**src/rtl/pm1_bist_pkg.sv**
```systemverilog
// Shared types and constants for the pm1 BIST driver: FSM states, the
// x^16+x^14+x^13+x^11+1 tap mask, and the pad-to-bit maps of the pm1 netlist.
package pm1_bist_pkg;

  typedef enum logic [1:0] {
    ST_IDLE,
    ST_RUN,
    ST_DONE
  } state_e;

  // Feedback taps at bits 15, 13, 12 and 10.
  localparam logic [15:0] POLY_TAPS = 16'hB400;

  // Bit positions of the pm1 input pads within pat_o.
  typedef enum int unsigned {
    PAD_A = 0, PAD_B, PAD_C, PAD_D, PAD_E, PAD_G, PAD_H, PAD_I,
    PAD_J, PAD_K, PAD_L, PAD_M, PAD_N, PAD_O, PAD_P, PAD_Q
  } pat_pad_e;

  // Bit positions of the pm1 output pads within resp_i.
  typedef enum int unsigned {
    PAD_R = 0, PAD_S, PAD_T, PAD_U, PAD_V, PAD_W, PAD_X,
    PAD_Y, PAD_Z, PAD_A0, PAD_B0, PAD_C0, PAD_D0
  } resp_pad_e;

  localparam int unsigned PAT_W  = PAD_Q + 1;
  localparam int unsigned RESP_W = PAD_D0 + 1;

  function automatic logic [15:0] lfsr_step(input logic [15:0] v);
    return {v[14:0], ^(v & POLY_TAPS)};
  endfunction

endpackage

```
**src/rtl/pm1_bist_lfsr.sv**
```systemverilog
// 16-bit Fibonacci shift register with synchronous load and a parallel XOR
// input; used as the pattern generator (XOR tied off) and as the MISR.
module pm1_bist_lfsr
  import pm1_bist_pkg::*;
(
  input  logic        clk,
  input  logic        rst_n,
  input  logic        load_i,
  input  logic [15:0] load_val_i,
  input  logic        en_i,
  input  logic [15:0] xor_i,
  output logic [15:0] state_o
);

  logic [15:0] state_q, state_d;

  always_comb begin
    state_d = state_q;
    if (load_i) begin
      state_d = load_val_i;
    end else if (en_i) begin
      state_d = lfsr_step(state_q) ^ xor_i;
    end
  end

  always_ff @(posedge clk or negedge rst_n) begin
    if (!rst_n) begin
      state_q <= '0;
    end else begin
      state_q <= state_d;
    end
  end

  assign state_o = state_q;

endmodule

```
**src/rtl/pm1_bist_driver.sv**
```systemverilog
// BIST driver for the combinational pm1 netlist: applies NUM_PATTERNS LFSR
// vectors, compacts the responses in a MISR and compares against GOLDEN_SIG.
module pm1_bist_driver
  import pm1_bist_pkg::*;
#(
  parameter int unsigned NUM_PATTERNS = 256,
  parameter logic [15:0] LFSR_SEED    = 16'hACE1,
  parameter logic [15:0] GOLDEN_SIG   = 16'h0000
) (
  input  logic              clk,
  input  logic              rst_n,
  input  logic              start,
  output logic [PAT_W-1:0]  pat_o,
  input  logic [RESP_W-1:0] resp_i,
  output logic              busy,
  output logic              done,
  output logic              pass,
  output logic [15:0]       signature,
  output logic [15:0]       pat_count
);

  // An all-zero seed would lock the LFSR up.
  localparam logic [15:0] SEED_EFF = (LFSR_SEED == 16'h0000) ? 16'h0001 : LFSR_SEED;
  localparam logic [15:0] LAST_CNT = 16'(NUM_PATTERNS - 1);

  state_e      state_q, state_d;
  logic [15:0] cnt_q, cnt_d;
  logic        pass_q, pass_d;
  logic        launch;
  logic        stepping;
  logic [15:0] misr_q;
  logic [15:0] misr_in;
  logic [15:0] misr_next;

  assign launch    = (state_q != ST_RUN) && start;
  assign stepping  = (state_q == ST_RUN);
  assign misr_in   = {{(16 - RESP_W){1'b0}}, resp_i};
  assign misr_next = lfsr_step(misr_q) ^ misr_in;

  always_comb begin
    state_d = state_q;
    cnt_d   = cnt_q;
    pass_d  = pass_q;
    case (state_q)
      ST_IDLE, ST_DONE: begin
        if (start) begin
          state_d = ST_RUN;
          cnt_d   = '0;
          pass_d  = 1'b0;
        end
      end
      ST_RUN: begin
        cnt_d = cnt_q + 16'd1;
        // Verdict is taken from the signature the final capture produces.
        if (cnt_q == LAST_CNT) begin
          state_d = ST_DONE;
          pass_d  = (misr_next == GOLDEN_SIG);
        end
      end
      default: begin
        state_d = ST_IDLE;
        pass_d  = 1'b0;
      end
    endcase
  end

  always_ff @(posedge clk or negedge rst_n) begin
    if (!rst_n) begin
      state_q <= ST_IDLE;
      cnt_q   <= '0;
      pass_q  <= 1'b0;
    end else begin
      state_q <= state_d;
      cnt_q   <= cnt_d;
      pass_q  <= pass_d;
    end
  end

  pm1_bist_lfsr u_pat_lfsr (
    .clk        (clk),
    .rst_n      (rst_n),
    .load_i     (launch),
    .load_val_i (SEED_EFF),
    .en_i       (stepping),
    .xor_i      ('0),
    .state_o    (pat_o)
  );

  pm1_bist_lfsr u_misr (
    .clk        (clk),
    .rst_n      (rst_n),
    .load_i     (launch),
    .load_val_i ('0),
    .en_i       (stepping),
    .xor_i      (misr_in),
    .state_o    (misr_q)
  );

  assign busy      = (state_q == ST_RUN);
  assign done      = (state_q == ST_DONE);
  assign pass      = pass_q;
  assign signature = misr_q;
  assign pat_count = cnt_q;

endmodule

```
**config.mk**
```make
export PLATFORM = sky130hd
export DESIGN_NAME = pm1_bist_driver
export DESIGN_NICKNAME = d
export VERILOG_FILES = /design/src/rtl/pm1_bist_pkg.sv /design/src/rtl/pm1_bist_lfsr.sv /design/src/rtl/pm1_bist_driver.sv
export SDC_FILE = /design/constraint.sdc
export NUM_CORES = 1
export LEC_CHECK = 0
export CAP_MARGIN = 20
export CORE_MARGIN = 5
export CORE_UTILIZATION = 28
export DETAILED_ROUTE_END_ITERATION = 12
export PLACE_DENSITY = 0.45
export SYNTH_ARGS = -nofsm -noshare
export SYNTH_HDL_FRONTEND = slang
export SYNTH_HIERARCHICAL = 1
export SYNTH_SLANG_ARGS = --single-unit
```
**constraint.sdc**
```tcl
create_clock -name clk -period 2.2 [get_ports clk]
set_clock_uncertainty 0.2 [all_clocks]
set_input_delay 0.55 -clock clk [delete_from_list [all_inputs] [get_ports clk]]
set_output_delay 0.55 -clock clk [all_outputs]
set_load 0.005 [all_outputs]
```
# ---- Word level (Yosys, flattened, before mapping)
# Index checks and enable logic that the tools add are counted.
dict set report totals {
  regBits 51
  latch_bits 0
  ram_bits 0
  romBits 0
  input_bits 16
  out_inout_bits 51
  n_memories 0
}
dict set report op_classes {
  add_sub_neg 1
  mul 0
  div_mod_pow 0
  order_cmp 0
  eq_ne 6
  n_shift 0
  mux 12
  bitwise_logic 1
  n_reduce_logical 10
}
# operator count
set op_table {}
lappend op_table {{16-bit two-way mux} 5}
lappend op_table {{16-bit case mux with 2 select lines} 1}
lappend op_table {{16-bit XOR reduction} 2}
lappend op_table {{16-bit by 1-bit adder with 16-bit output (second input constant)} 1}
lappend op_table {{16-bit by 8-bit == test with 1-bit output (second input constant)} 1}
lappend op_table {{16-bit logical NOT} 1}
lappend op_table {{16-bit by 13-bit bitwise XOR with 16-bit output} 1}
lappend op_table {{2-bit two-way mux} 2}
lappend op_table {{2-bit by 1-bit inequality test with 1-bit output (second input constant)} 2}
lappend op_table {{2-bit case mux with 2 select lines} 1}
lappend op_table {{2-bit AND reduction} 2}
lappend op_table {{2-bit nonzero test} 2}
lappend op_table {{2-bit by 1-bit == test with 1-bit output (second input constant)} 1}
lappend op_table {{2-bit == test (second input constant)} 1}
lappend op_table {{2-bit logical NOT} 1}
lappend op_table {{1-bit two-way mux} 2}
lappend op_table {{2-bit inequality test (second input constant)} 1}
lappend op_table {{1-bit case mux with 2 select lines} 1}
lappend op_table {{2-bit OR reduction} 1}
lappend op_table {{1-bit logical AND} 1}

# ---- Longest topological paths before layout
dict set report logic_depth {
  word_depth 5
  ltp_mapped 8
}

# ---- By module
# The synthesis kept the hierarchy.
# mod n_inst cells_per_inst area_per_inst_um2 seq_area_each_um2
set modules_own_cells {}
lappend modules_own_cells {pm1_bist_driver 1 131 1199.9 475.5}
lappend modules_own_cells {{pm1_bist_lfsr (u_misr)} 1 88 910.9 400.4}
lappend modules_own_cells {{pm1_bist_lfsr (u_pat_lfsr)} 1 88 909.6 400.4}

# ---- Least setup slack after synthesis
# OpenSTA, ideal clock, no wires.
dict set report synth_path {
  path_kind {register -> register}
  from {register state_q[0]}
  to {register u_misr.state_q[11], in the netlist u_misr/state_o[11]}
  setup_time_ps 132
  arrival_time_ps 1586
  required_ps 1868
  setup_slack_ps 282
  stages_incl_launch_ff 7
  path_buffers 3
  synth_period_minus_slack_ps 1918
  cell_sequence {dfrtp_1 -> nand2b_1 -> buf_6 -> clkbuf_1 -> and2_1 -> clkbuf_1 -> o21ai_1}
}
dict set report synth_via {
  elab_chain_cells 3
}
# item line_no
set synth_lines {}
lappend synth_lines {{start: declaration} pm1_bist_driver.sv:26} ;# state_e state_q, state_d;
lappend synth_lines {{start signal: assignment} pm1_bist_driver.sv:73} ;# state_q <= state_d;
lappend synth_lines {{2-bit by 1-bit inequality test with 1-bit output (*)} pm1_bist_driver.sv:35} ;# assign launch = (state_q != ST_RUN) && start;
lappend synth_lines {{1-bit logical AND (*)} pm1_bist_driver.sv:35}
lappend synth_lines {{named net launch} pm1_bist_driver.sv:29} ;# logic launch;
lappend synth_lines {{16-bit two-way mux / 2-bit nonzero test (equally long branches)} n/a}
lappend synth_lines {{end signal: assignment} pm1_bist_lfsr.sv:30} ;# state_q <= state_d;
lappend synth_lines {{end: declaration} pm1_bist_lfsr.sv:15} ;# logic [15:0] state_q, state_d;
# Mark *: on every way through the listed nets, which the timed path passes. The rest lies on a longest branch.
# A chain may end at the register's enable or synchronous reset.

# ---- Worst setup path in the final report
dict set report layout_path {
  from {register cnt_q[10], in the netlist pat_count[10]}
  to {output port pat_count[10]}
}
# item line_no
set layout_lines {}
lappend layout_lines {{start: declaration} pm1_bist_driver.sv:27} ;# logic [15:0] cnt_q, cnt_d;
lappend layout_lines {{start signal: assignment} pm1_bist_driver.sv:74} ;# cnt_q <= cnt_d;
lappend layout_lines {{end: declaration} pm1_bist_driver.sv:19} ;# output logic [15:0] pat_count
# No word-level cell between the ends.

==> impl_metrics.ini <==
[sta]
hold_viol = 0
max_slew_margin_pct = 66.23
rsz0062_at_grt = false
max_freq_ghz = 0.4682
slew_viol_final = 0
period_minus_slack_ps = 2136
tns_ps = 0
setup_violations = 0
post-route-period-util_pct = 97.08
worst_pin_slew_ps = 502.0

[synth]
async_reset_ff_share_pct = 100.0
syn-cell-area_sq_mm = 0.003020
synth-edff-count = 0
yosysSeqAreaShare_pct = 42.25
ys.warnings.count = 6
synthCells = 307
syn_avg_cell_area_sq_um = 9.838
ys_seq_elements = 51
yosysUniqueCellTypes = 43
dominantRegCellSynth = dfrtp_1

[cts]
cts_tree = built
clk_latency_ps = 310
root_buffer = clkbuf_8
cts.sinks = 51
postCtsSetupBuffers = 0
cts_buffers = 5
cts_max_level = 2
path_clk_slew_ps = 100
cts_buffer_depth = 2

[cells_and_area]
syn_to_final_growth_pct = 38.44
drive_gt1_share_pct = 7.260
nNetsFinal = 443
n_antenna_cell = 0
fillers = 1086
multi_input_area_sq_mm = 0.001837
regArea_sq_mm = 0.001279
stdcell_area_sq_mm = 0.004182

[placed_design]
finalWeightedCongestion = 0.7870
hpwl_microns = 5409
placed_area_sq_mm = 0.004075
port_buffers = 66

[worst_setup_path]
worst_setup_path_start_kind = flop
crit_fanout = 9
endpoint = pat_count[10]
regToRegSetupSlack_ps = 200
timing.rr.start = pat_count[0]
path_buf_inv = 1
arrival_ps = 1390
reg2reg_depth = 5
endpoint_kind = primary output
cp_slowest_cell = clkdlybuf4s50_1
crit_cells = 1
cpPeakStageDelay_ps = 570
cpLargestDelayFamily = buffers and inverters
crit_path_cell_trace = clkdlybuf4s50_1
r2r-end = pass
path_class = reg -> out
crit_required_ps = 1450
cp-startpoint = pat_count[10]

[global_routing]
track_usage_pct = 11.88
grt_util_met2_pct = 18.49
grt_pass1_wl_microns = 12590
grt_pass1_vias = 2453
grt_busiest_layer = met2
use_met1_pct = 16.38
antenna_found_initial = 0
grt_max_degree = 46
gr-usage-met3_pct = 3.660
overflow = 0

[floorplan]
die_x_microns = 113.9
fp.dieH_microns = 113.9
die-area_sq_mm = 0.01296
rows = 38
core-area_sq_mm = 0.01070
io_pins = 67
start_util_pct = 28.23

[detailed_routing]
drt_iter0_drc = 87
dr.pass1.iters = 4
drc = 0
routed_wl_microns = 7444
wl_per_cell_microns = 13.13
ant_nets = 0
vias_per_cell = 4.358
vias = 2471

[power_and_ir_drop]
powerDensity_mw_per_mm2 = 1061
clockPowerShare_pct = 12.3
p_switching_mw = 1.601
leakage_nw = 1.965
comb_power_share_pct = 46.1
irDropWorstVdd_mv = 0.4833
p_sw_share_pct = 36.10
seq_power_share_pct = 41.5
intPower_mw = 2.834

[hold_path]
hold_path.class = reg -> reg
min_from = pat_count[15]

[outcome]
outcome = completed

[flow_run]
drv_cap = 0
power groups by stage:
stage / sequential, mW / clock [mW] / combinational, mW
2_1_floorplan: 1.77 / 0 / 1.06
3_3_place_gp: 1.88 / 0 / 2.05
3_5_place_dp: 1.87 / 0 / 2.07
4_1_cts: 1.86 / 0.578 / 2.09
5_1_grt: 1.93 / 0.604 / 2.30
6_report: 1.84 / 0.547 / 2.05
registers in the layout, summed over array words and instances (netlist names):
signal and flops:
pat_count 16, u_misr/state_o 16, u_pat_lfsr/state_o 16, state_q 2
pass 1
worst min-delay path by stage:
stage                                   to  slack, ps  depth (start not counted)
finish                       pat_count[15]        320                          1
detailed placement  u_pat_lfsr/state_o[13]        310                          1
global route                 pat_count[15]        340                          1
global placement    u_pat_lfsr/state_o[13]        310                          1
CTS                          pat_count[15]        330                          1
floorplan                             pass         50                          0
cell usage after synthesis (3+ instances only):
cell      count  area share (%)
a21oi_1       7             1.2
and3_1        3            0.62
buf_2         3            0.50
clkbuf_1      7            0.87
dfrtp_1      51              42
mux2i_1      35              12
nand2_1      46             5.7
nand2b_1      3            0.62
nand3_1       6            0.99
nand4_1       4            0.83
nor2_1        4            0.50
nor4_1        5             1.0
o21ai_0      26             4.3
o21ai_1      15             2.5
xnor2_1       6             1.7
xor2_1       42              12
metal layers:
layer  vias to the layer above  routed length, microns
li1                       1270                       -
met1                      1135                    3652
met2                        61                    3235
met3                         5                     498
met4                         0                      58
met5                         -                       0
cell families after synthesis:
group | count (synthesis) | share of synthesized area, %
AO/OA/AOI/OAI | 59 | 10.89
adder cells (fa/ha/maj) | 1 | 0.4142
XOR/XNOR | 50 | 15.49
other | 2 | 0.2486
multiplexers | 35 | 11.60
AND/OR/NAND/NOR | 90 | 15.78
flip-flops | 51 | 42.25
buffers and inverters | 19 | 3.314
cell usage in the layout (no fill, tap or decap), drive strengths merged, types with 3 or more instances in the layout:
cell type	synthesis	routed
nand2b	3	3
xor2	42	42
mux2i	35	35
nand4	5	5
nor4	6	6
clkdlybuf4s50	0	63
and3	6	6
nand2	46	46
inv	3	3
dfrtp	51	51
xnor2	6	6
nor2	4	4
buf	7	13
conb	2	51
nand3	6	6
a21oi	7	7
clkbuf	9	6
o21ai	41	41
area by class of cell:
type	instances	share of cell area, %
clock inverter	2	0.2992
timing repair buffer	79	19.00
tap	140	4.189
clock buffer	6	1.735
sequential	51	30.58
inverter	3	0.2693
multi-input combinational	286	43.93
metrics by stage:
step	util [%]	setup slack (ps)	hold WS, ps	power [mW]	std cells
after floorplan	-	281.9	54.41	2.827	356
after global placement	38.09	-39.21	308.2	3.928	558
after detailed placement	38.09	-49.06	309.0	3.934	558
after CTS	38.97	15.60	327.8	4.521	567
final	39.09	64.32	321.0	4.435	567
after global routing	39.09	9.362	342.6	4.833	567
timing repair:
item | in CTS | in global routing
gates resized for setup | 1 | 4
setup endpoints to repair | 1 | 3
hold buffers | 1 | 0
pin swaps | 0 | 0
hold endpoints to repair | 13 | 0
Power figures use the tool's default switching activity.
